<file path="src/rtl/status_buffer_pkg.sv">
// Shared NoC types: flit format, router ports and VC status states.
// Imported by the input-buffer slice and its FIFO.
package params_noc;

   localparam int VC_NUM         = 2;
   localparam int VC_SIZE        = $clog2(VC_NUM);
   localparam int FLIT_DATA_SIZE = 16;

   typedef enum logic [2:0] {
      LOCAL,
      NORTH,
      SOUTH,
      WEST,
      EAST
   } port_t;

   typedef enum logic [1:0] {
      HEAD,
      BODY,
      TAIL,
      HEADTAIL
   } flit_label_t;

   typedef struct packed {
      flit_label_t               flit_label;
      logic [VC_SIZE-1:0]        vc_id;
      logic [FLIT_DATA_SIZE-1:0] data;
   } flit_t;

   typedef enum logic [1:0] {
      IDLE,
      VA,
      ACTIVE
   } vc_state_t;

   function automatic logic is_head(input flit_label_t l);
      return (l == HEAD) || (l == HEADTAIL);
   endfunction

   function automatic logic is_tail(input flit_label_t l);
      return (l == TAIL) || (l == HEADTAIL);
   endfunction

endpackage

</file>
<file path="src/rtl/status_buffer_circular_fifo.sv">
// Circular flit store with wrap-around pointers and an occupancy count.
// push/pop arrive already qualified by the owning buffer.
module circular_fifo
   import params_noc::*;
#(
   parameter int DEPTH = 8
) (
   input  logic                   clk,
   input  logic                   rst_n,
   input  logic                   push,
   input  logic                   pop,
   input  flit_t                  wdata,
   output flit_t                  rdata,
   output logic [$clog2(DEPTH):0] count,
   output logic                   empty,
   output logic                   full
);

   localparam int AW = $clog2(DEPTH);

   flit_t          mem [DEPTH];
   logic [AW-1:0]  wr_ptr;
   logic [AW-1:0]  rd_ptr;

   // Depth is a power of two, so pointer overflow is the wrap.
   always_ff @(posedge clk) begin
      if (!rst_n) begin
         wr_ptr <= '0;
         rd_ptr <= '0;
         count  <= '0;
      end else begin
         if (push) wr_ptr <= wr_ptr + 1'b1;
         if (pop)  rd_ptr <= rd_ptr + 1'b1;
         case ({push, pop})
            2'b10:   count <= count + 1'b1;
            2'b01:   count <= count - 1'b1;
            default: count <= count;
         endcase
      end
   end

   always_ff @(posedge clk) begin
      if (push) mem[wr_ptr] <= wdata;
   end

   assign rdata = mem[rd_ptr];
   assign empty = (count == '0);
   assign full  = (count == ($clog2(DEPTH)+1)'(DEPTH));

endmodule

</file>
<file path="src/rtl/status_buffer.sv">
// Per-VC input buffer of a router port: flit FIFO, VC status machine
// (IDLE -> VA -> ACTIVE) and on/off back-pressure to the upstream router.
module status_buffer
   import params_noc::*;
#(
   parameter int BUFFER_SIZE   = 8,
   parameter int OFF_THRESHOLD = 2
) (
   input  logic               clk,
   input  logic               rst_n,
   input  logic               write_i,
   input  logic               read_i,
   input  flit_t              input_Data,
   input  port_t              port_i,
   input  logic [VC_SIZE-1:0] vc_New,
   input  logic               vc_Val,
   output flit_t              output_Data,
   output logic               buf_empty,
   output logic               buf_full,
   output logic               buf_On_Off,
   output port_t              port_o,
   output logic               vc_Req,
   output logic               vc_Alloc,
   output logic               switch_Req,
   output logic [VC_SIZE-1:0] downstream_Vc,
   output logic               err
);

   localparam int CW = $clog2(BUFFER_SIZE) + 1;

   vc_state_t     state;
   vc_state_t     state_nxt;
   flit_t         front;
   logic [CW-1:0] count;
   logic          read_ok;
   logic          drop;
   logic          push;
   logic          pop;
   logic          load_port;
   logic          load_vc;
   logic          err_nxt;

   circular_fifo #(
      .DEPTH (BUFFER_SIZE)
   ) u_fifo (
      .clk   (clk),
      .rst_n (rst_n),
      .push  (push),
      .pop   (pop),
      .wdata (input_Data),
      .rdata (front),
      .count (count),
      .empty (buf_empty),
      .full  (buf_full)
   );

   assign read_ok = read_i && !buf_empty && (state == ACTIVE);
   // A full buffer still takes a flit when a switch read frees a slot.
   assign push    = write_i && (!buf_full || read_ok);
   assign pop     = read_ok || drop;

   assign err_nxt = (write_i && buf_full && !read_ok)
                  || (read_i && !read_ok)
                  || drop;

   always_comb begin
      state_nxt = state;
      drop      = 1'b0;
      load_port = 1'b0;
      load_vc   = 1'b0;
      case (state)
         IDLE: begin
            if (!buf_empty) begin
               if (is_head(front.flit_label)) begin
                  load_port = 1'b1;
                  state_nxt = VA;
               end else begin
                  drop = 1'b1;
               end
            end
         end
         VA: begin
            if (vc_Val) begin
               load_vc   = 1'b1;
               state_nxt = ACTIVE;
            end
         end
         ACTIVE: begin
            if (read_ok && is_tail(front.flit_label))
               state_nxt = IDLE;
         end
         default: state_nxt = IDLE;
      endcase
   end

   always_ff @(posedge clk) begin
      if (!rst_n) begin
         state         <= IDLE;
         port_o        <= LOCAL;
         downstream_Vc <= '0;
         err           <= 1'b0;
      end else begin
         state <= state_nxt;
         err   <= err_nxt;
         if (load_port) port_o        <= port_i;
         if (load_vc)   downstream_Vc <= vc_New;
      end
   end

   assign vc_Req     = (state == VA);
   assign vc_Alloc   = (state == ACTIVE);
   assign switch_Req = vc_Alloc && !buf_empty;
   assign buf_On_Off =
      (CW'(BUFFER_SIZE) - count) > CW'(OFF_THRESHOLD);

   always_comb begin
      output_Data       = front;
      output_Data.vc_id = downstream_Vc;
   end

endmodule

</file>
<file path="config.mk">
export PLATFORM = sky130hd
export DESIGN_NAME = status_buffer
export DESIGN_NICKNAME = d
export VERILOG_FILES = /design/src/rtl/status_buffer_pkg.sv /design/src/rtl/status_buffer_circular_fifo.sv /design/src/rtl/status_buffer.sv
export SDC_FILE = /design/constraint.sdc
export NUM_CORES = 1
export LEC_CHECK = 0
export CAP_MARGIN = 0
export CORE_MARGIN = 2
export CORE_UTILIZATION = 47
export DETAILED_ROUTE_END_ITERATION = 10
export PLACE_DENSITY = 0.67
export SYNTH_ARGS = -nofsm -noshare
export SYNTH_HDL_FRONTEND = slang
export SYNTH_HIERARCHICAL = 1
export SYNTH_SLANG_ARGS = --single-unit
</file>
<file path="constraint.sdc">
create_clock -name clk -period 5.5 [get_ports clk]
set_input_delay 0.825 -clock clk [delete_from_list [all_inputs] [get_ports clk]]
set_output_delay 0.825 -clock clk [all_outputs]
set_load 0.02 [all_outputs]
</file>
# Word level (Yosys, flattened, before mapping)
# Memories as Yosys holds them, arrays and structs flattened. A register that Yosys moved wholly into a read port is not among the register bits.
# Cells that the tools add are included.
totals:
  n_memories: 1
  mem_bits_rw: 152
  out_inout_bits: 30
  wordCells: 65
  reg_bits: 17
  input_bits: 28
classes:
  muxes: 18
  eq_ne: 11
  addsub: 5
  reduce_logical: 22
  n_lt_le_gt_ge: 1
memory_table:
  columns: ["memory", "depth", "word_bits", "rd", "rd_clocked_by_memory_dff", "wr", "line_no", "rtl"]
  rows:
  - ["u_fifo.mem", 8, 19, 1, 1, 1, "status_buffer_circular_fifo.sv:21", "flit_t mem [DEPTH];"]
ops:
  columns: ["cell", "n"]
  rows:
  - ["$mux 1", 10]
  - ["$eq 2x2->1 const B", 4]
  - ["$logic_and 1x1->1", 8]
  - ["$mux 2", 4]
  - ["$pmux 4 s2", 1]
  - ["$add 3x1->3 const B", 2]
  - ["$logic_or 1x1->1", 6]
  - ["$mux 3", 2]
  - ["$ne 2x2->1 const B", 3]
  - ["$pmux 2 s3", 1]
  - ["$add 4x1->4 const B", 1]
  - ["$eq 2x1->1 const B", 2]
  - ["$eq 4x4->1 const B", 1]
  - ["$gt 4x2->1 const B", 1]
  - ["$logic_not 2->1", 2]
  - ["$logic_not 4->1", 1]
  - ["$reduce_and 4->1", 1]
  - ["$sub 4x1->4 const B", 1]
  - ["$sub 4x4->4 const A", 1]
  - ["$logic_not 1->1", 3]
  - ["$ne 2x1->1 const B", 1]
  - ["$reduce_bool 2->1", 1]

# Longest topological paths before layout
# Gate-level depths: netlist of run 1.
depth:
  word_depth: 8
  mapped_depth: 16
  mapped_depth_nobuf: 14

# Modules after synthesis
# Netlist of run 1, hierarchy kept.
by_module_without_submodules:
  columns: ["mod", "cells_each", "area_each_um2", "n_inst", "seq_area_each_um2"]
  rows:
  - ["circular_fifo", 289, 6465.0, 1, 4824.6]
  - ["status_buffer", 50, 451.7, 1, 140.1]

# Worst setup path after synthesis of run 1
# OpenSTA, ideal clock, no wires.
synth_timing:
  path_type: "reg2reg"
  start: "register with a tool-made name"
  end: "register u_fifo.count[2]"
  required_time_ps: 5430
  path_slack_ps: 1896
  stages_incl_launch_ff: 17
  t_arrival_ps: 3534
  setup_ps: 70
  synth_period_minus_slack_ps: 3604
  n_path_buf: 2
  path_cell_list: "dfxtp_1 buf_6 buf_12 mux4_2 mux2_2 inv_1 ha_1 inv_1 mux2i_1 nor3_1 ha_1 xor2_1 ha_1 a21oi_1 xor2_1 or3_1 a21boi_1"
synth_rtl:
  columns: ["element", "line_no", "rtl"]
  rows:
  - ["end signal: assignment", "status_buffer_circular_fifo.sv:35", "2'b10: count <= count + 1'b1;"]
  - ["end signal: assignment", "status_buffer_circular_fifo.sv:36", "2'b01: count <= count - 1'b1;"]
  - ["end signal: assignment", "status_buffer_circular_fifo.sv:37", "default: count <= count;"]
  - ["end: declaration", "status_buffer_circular_fifo.sv:14", "output logic [$clog2(DEPTH):0] count,"]

==> results.sh, run 1 <==
export IMPL_p_int_mw=2.61
export IMPL_min_period_ps=4180
export IMPL_outcome="finished, final reports clean"
export IMPL_critPathMaxFanout=19
export IMPL_wl_per_cell_um=19.0
export IMPL_netlist_instances=328
export IMPL_grt_use_total=0.168
export IMPL_clkTransAtPathRegs_ps=60
export IMPL_gr_total_overflow=0
export IMPL_cts_root_buf="clkbuf_16"
export IMPL_cp_arrival_ps=4520
export IMPL_max_slew_worst_pin_slew_ps=1010
export IMPL_setup_tns_ps=0
export IMPL_hp_class="reg2reg"
export IMPL_drt_wl_total_um=11300
export IMPL_slew_viol_final=0
export IMPL_clkPwrFrac=0.314
export IMPL_post_synth_cell_area_avg_um2=20.2
export IMPL_h_tree_depth=4
export IMPL_portBuffers=56
export IMPL_die_width_um=123
export IMPL_initial_core_util=0.479
export IMPL_cp_start_kind="flop"
export IMPL_crit_type="reg2reg"
export IMPL_drive_gt1_frac=0.212
export IMPL_nNetsFinal=440
export IMPL_switching_share=0.263
export IMPL_dp_slack_ps=1300
export IMPL_grt_pass1_wl_um=18100
export IMPL_grt_antenna_before_repair=0
export IMPL_cts_buffers=17
export IMPL_fmax_ghz=0.239
export IMPL_p_comb_frac=0.254
export IMPL_hold_viol_final=0
export IMPL_leakage_nw=2.65
export IMPL_design_core_area_um2=13800
export IMPL_post_route_util=0.577
export IMPL_dp_hpwl_um=6850
export IMPL_required_ps=5840
export IMPL_initialDrtViolationCount=239
export IMPL_clock_skew_ps=9.68
export IMPL_cap_violations=0
export IMPL_ir_worst_vdd_mv=0.334
export IMPL_antenna_cells=0
export IMPL_viasPerCell=5.29
export IMPL_grt_start_max_net_pins=25
export IMPL_ioPinCount=58
export IMPL_end_kind="flop"
export IMPL_num_vias=3152
export IMPL_worst_slack_ps=1320
export IMPL_floorplan_rows=43
export IMPL_synth_nets=365
export IMPL_cts_sinks=164
export IMPL_syn_to_final_growth_pct=20.5
export IMPL_insertion_delay_ps=410
export IMPL_drtPass1Iterations=4
export IMPL_seqPwrFrac=0.431
export IMPL_post_cts_setup_buffer_count=0
export IMPL_cts_resized=0
export IMPL_setup_viol=0
export IMPL_rsz0062_at_grt="false"
export IMPL_ant_nets=0
export IMPL_grt_pass1_vias=3268
export IMPL_cts_path_max_buffers=2
export IMPL_finalCritPeriodShare=0.760
export IMPL_die_h_um=123
export IMPL_die_area_um2=15000
export IMPL_place_gp_congestion=0.716
export IMPL_p_per_area_nw_per_um2=444
export IMPL_drc=0
export IMPL_hold_buffers=0
export IMPL_cts_tree="built"
export IMPL_p_sw_mw=0.933
export IMPL_syn_cell_area_um2=6620
export IMPL_yosysWarnings=6
export IMPL_slew_headroom=0.327
==> routing by layer <==
metal	track usage	vias up	share of wire
li1	-	1474	-
met1	0.230	1598	0.44
met2	0.257	76	0.50
met3	0.0562	4	0.055
met4	0.0496	0	0.0060
met5	0	-	0
==> layout make-up <==
class                           count  area (µm²)
Inverter                            7        26.3
Tap cell                          180         225
Clock inverter                      9         106
Timing Repair Buffer               68         651
Sequential cell                   164        4730
Multi-Input combinational cell    145        1780
Clock buffer                       23         458
Fill cell                        1003        5860
==> per-stage QoR <==
stage	cells	total power [mW]	cell area (µm²)	hold WS, ps
finish	596	3.54	7970	508
CTS	596	3.59	7970	509
global placement	564	2.45	7410	487
detailed placement	564	2.46	7410	500
floorplan	328	2.16	6620	469
global route	596	3.71	7970	535
==> critical path, stage by stage (launching register included) <==
cell	delay, ps
dfxtp_2	770
mux4_1	630
mux2_4	310
ha_1	320
inv_1	70
mux2i_1	60
nor3_1	570
ha_1	390
xor2_1	180
ha_1	170
a21oi_1	50
xor2_1	170
or3_1	310
a21boi_1	130
==> path summary, 6_finish.rpt <==
| path | slack, ps | startpoint | cells past startpoint | end |
|---|---|---|---|---|
| hold / removal | 510 | u_fifo/wr_ptr[0] | 2 | u_fifo/wr_ptr[0] |
| setup / recovery | 1320 | flop | 13 | u_fifo/count[2] |
| hold reg to reg | 510 | u_fifo/wr_ptr[0] | 2 | u_fifo/wr_ptr[0] |
| setup reg to reg | 1320 | flop | 13 | u_fifo/count[2] |
==> cell usage in the layout (no fill, tap or decap), types with 2 or more instances in the layout <==
cell type,n
a21boi_1,2
a21oi_1,2
and2_1,6
buf_4,12
bufinv_16,2
clkbuf_1,5
clkbuf_16,17
clkdlybuf4s50_1,56
clkinv_2,3
clkinvlp_4,3
dfxtp_1,19
edfxtp_1,144
ha_1,9
inv_1,7
mux2_4,17
mux2i_1,9
mux4_1,9
mux4_2,27
nand2_1,7
nand2b_1,6
nor2_1,8
nor2b_1,12
nor3_1,3
nor3_2,2
o21ai_0,2
o21ai_1,3
or3_1,2
xnor2_1,3
xor2_1,3
==> power groups by stage <==
stage               Combinational [mW]  Clock, mW  Sequential [mW]
finish                           0.900       1.11             1.53
global route                     0.978       1.19             1.55
CTS                              0.914       1.14             1.53
detailed placement               0.908          0             1.56
global placement                 0.897          0             1.55
floorplan                        0.630          0             1.53
==> state kept, by name (all words and copies together), names as in the netlist, named ones only <==
signal / count
u_fifo/wr_ptr: 3
u_fifo/rd_ptr: 3
err: 1
port_o: 3
state: 2
u_fifo/count: 4
u_fifo/mem: 144
downstream_Vc: 1
No activity file was read; power rests on OpenSTA's default activity.
==> inputs of run 2 (changes only) <==
- PLACE_DENSITY: 0.67 -> 0.69
- clock period: 5.5 -> 3.6 ns (I/O delays scaled with it)
==> run 2 against run 1 <==
Sequential share of layout area fell by 1.1 points. Wire length is 1.1% higher. Cell count is 1.7% higher. Largest power group unchanged. Worst setup slack worse by 1000 ps. Sequential power is 51% higher. Count of clock-buffer cells in the layout unchanged. Design area up 1.9%. Critical path type is now reg2out.
==> results.sh, run 2 (synthesis results as in run 1) <==
export IMPL_num_vias=3226
export IMPL_crit_type="reg2out"
export IMPL_grt_pass1_wl_um=18000
export IMPL_max_slew_worst_pin_slew_ps=565
export IMPL_antenna_cells=0
export IMPL_floorplan_rows=43
export IMPL_hold_buffers=0
export IMPL_post_cts_setup_buffer_count=0
export IMPL_hold_path_depth=2
export IMPL_cp_start_kind="flop"
export IMPL_design_core_area_um2=13800
export IMPL_slew_viol_final=0
export IMPL_max_stage_delay_ps=630
export IMPL_setup_viol=0
export IMPL_path_cells="buf_4 > mux4_1 > mux2_4 > clkdlybuf4s50_1"
export IMPL_drt_wl_total_um=11500
export IMPL_cts_sinks=164
export IMPL_slew_headroom=0.622
export IMPL_path_buf_inv=2
export IMPL_r2r_slack_ps=340
export IMPL_cts_resized=0
export IMPL_initial_core_util=0.479
export IMPL_critical_path_slowest_cell="mux4_1"
export IMPL_rsz0062_at_grt="false"
export IMPL_fmax_ghz=0.305
export IMPL_ant_nets=0
export IMPL_drive_gt1_frac=0.239
export IMPL_reg_largest_list="u_fifo/mem x144, u_fifo/count x4"
export IMPL_cp_arrival_ps=2740
export IMPL_gr_total_overflow=0
export IMPL_syn_to_final_growth_pct=22.8
export IMPL_grt_pass1_vias=3262
export IMPL_routed_wl_met2_um=5800
export IMPL_drtPass1Iterations=4
export IMPL_hold_start="u_fifo/wr_ptr[0]"
export IMPL_cts_buffers=17
export IMPL_cts_path_max_buffers=2
export IMPL_critical_path_top_delay_family="buffers and inverters"
export IMPL_ioPinCount=58
export IMPL_viasPerCell=5.32
export IMPL_dp_hpwl_um=7240
export IMPL_place_gp_congestion=0.714
export IMPL_regMostFlops="u_fifo/mem"
export IMPL_grt_use_total=0.167
export IMPL_nNetsFinal=450
export IMPL_cts_root_buf="clkbuf_16"
export IMPL_end_kind="output pin"
export IMPL_outcome="finished, final reports clean"
export IMPL_grt_start_max_net_pins=25
export IMPL_min_period_ps=3280
export IMPL_h_tree_depth=4
export IMPL_die_area_um2=15000
export IMPL_leakage_nw=2.72
export IMPL_met3_length_um=562
export IMPL_hp_class="reg2reg"
export IMPL_regArea_um2=4730
export IMPL_initialDrtViolationCount=295
export IMPL_clock_skew_ps=10.5
export IMPL_largest_reg_flops=144
export IMPL_post_route_util=0.588
export IMPL_finalCritPeriodShare=0.912
export IMPL_cts_tree="built"
export IMPL_hold_viol_final=0
export IMPL_critPathMaxFanout=24
export IMPL_insertion_delay_ps=420
export IMPL_drc=0
export IMPL_topRoutingLayerUsed="met4"
export IMPL_reg2reg_depth=11
export IMPL_nFillCells=1007
export IMPL_r2r_end="u_fifo/count[3]"
export IMPL_p_per_area_nw_per_um2=684
export IMPL_die_width_um=123
export IMPL_grt_antenna_before_repair=0
export IMPL_m1WireLength_um=5030
export IMPL_cap_violations=0
export IMPL_layout_commonest_cell="edfxtp_1"
export IMPL_power_mw=5.56
export IMPL_portBuffers=56
export IMPL_required_ps=3060
export IMPL_wl_per_cell_um=18.9
export IMPL_hold_end="u_fifo/wr_ptr[0]"
export IMPL_final_cell_mix="edfxtp_1 (144), clkdlybuf4s50_1 (56), mux4_2 (27)"
export IMPL_ir_worst_vdd_mv=0.467
export IMPL_clkTransAtPathRegs_ps=60
export IMPL_setup_tns_ps=0
export IMPL_multi_input_area_um2=1800
export IMPL_die_h_um=123
-- run 2: cell types whose count changed in the layout (fill, tap and decap cells not counted), sizes merged --
cell      before  now
buf           12   22
bufinv         2    3
clkinv         4    2
clkinvlp       3    4
-- run 2: power breakdown --
group	internal, mW	switching (mW)	leakage [nW]
Sequential	2.21	0.0999	1.47
Clock	1.12	0.678	0.277
Combinational	0.775	0.672	0.968
Total	4.11	1.45	2.72
-- run 2: how the worst max path moves through the flow --
stage                     start               to  slack [ps]  depth (start not counted)
after floorplan            flop  u_fifo/count[2]           8                         16
after global placement     flop  u_fifo/count[3]         340                         11
after detailed placement   flop  u_fifo/count[3]         300                         11
after CTS                  flop   output_Data[5]         250                          4
after global routing       flop  u_fifo/count[2]          40                         13
final                      flop   output_Data[4]         320                          4
-- run 2: per-layer routing --
metal / vias up / track usage
met5: - / 0
met4: 0 / 0.0474
met3: 7 / 0.0637
met2: 72 / 0.272
met1: 1652 / 0.209
li1: 1495 / -
-- run 2: cell type report --
class / instances / share of cell area
timing repair buffer: 78 / 0.0924
multi-input combinational: 145 / 0.222
inverter: 7 / 0.00323
clock inverter: 9 / 0.0159
sequential: 164 / 0.582
tap: 180 / 0.0277
clock buffer: 23 / 0.0576
-- run 2: per-stage QoR --
stage | hold slack (ps) | std cells | cell area, µm² | setup slack (ps)
after floorplan | 469 | 328 | 6640 | 7.54
after global placement | 491 | 574 | 7530 | 342
after detailed placement | 502 | 574 | 7530 | 305
after CTS | 516 | 606 | 8130 | 249
after global routing | 550 | 606 | 8130 | 42.7
final | 513 | 606 | 8130 | 316
-- run 2: worst register-to-register path: stages (launching register included) --
cell,delay [ps]
dfxtp_2,430
mux4_1,570
mux2_4,320
ha_4,250
inv_1,50
mux2i_1,50
nor3_1,270
buf_4,190
ha_1,300
or3_1,390
o32ai_1,170
mux2i_1,210
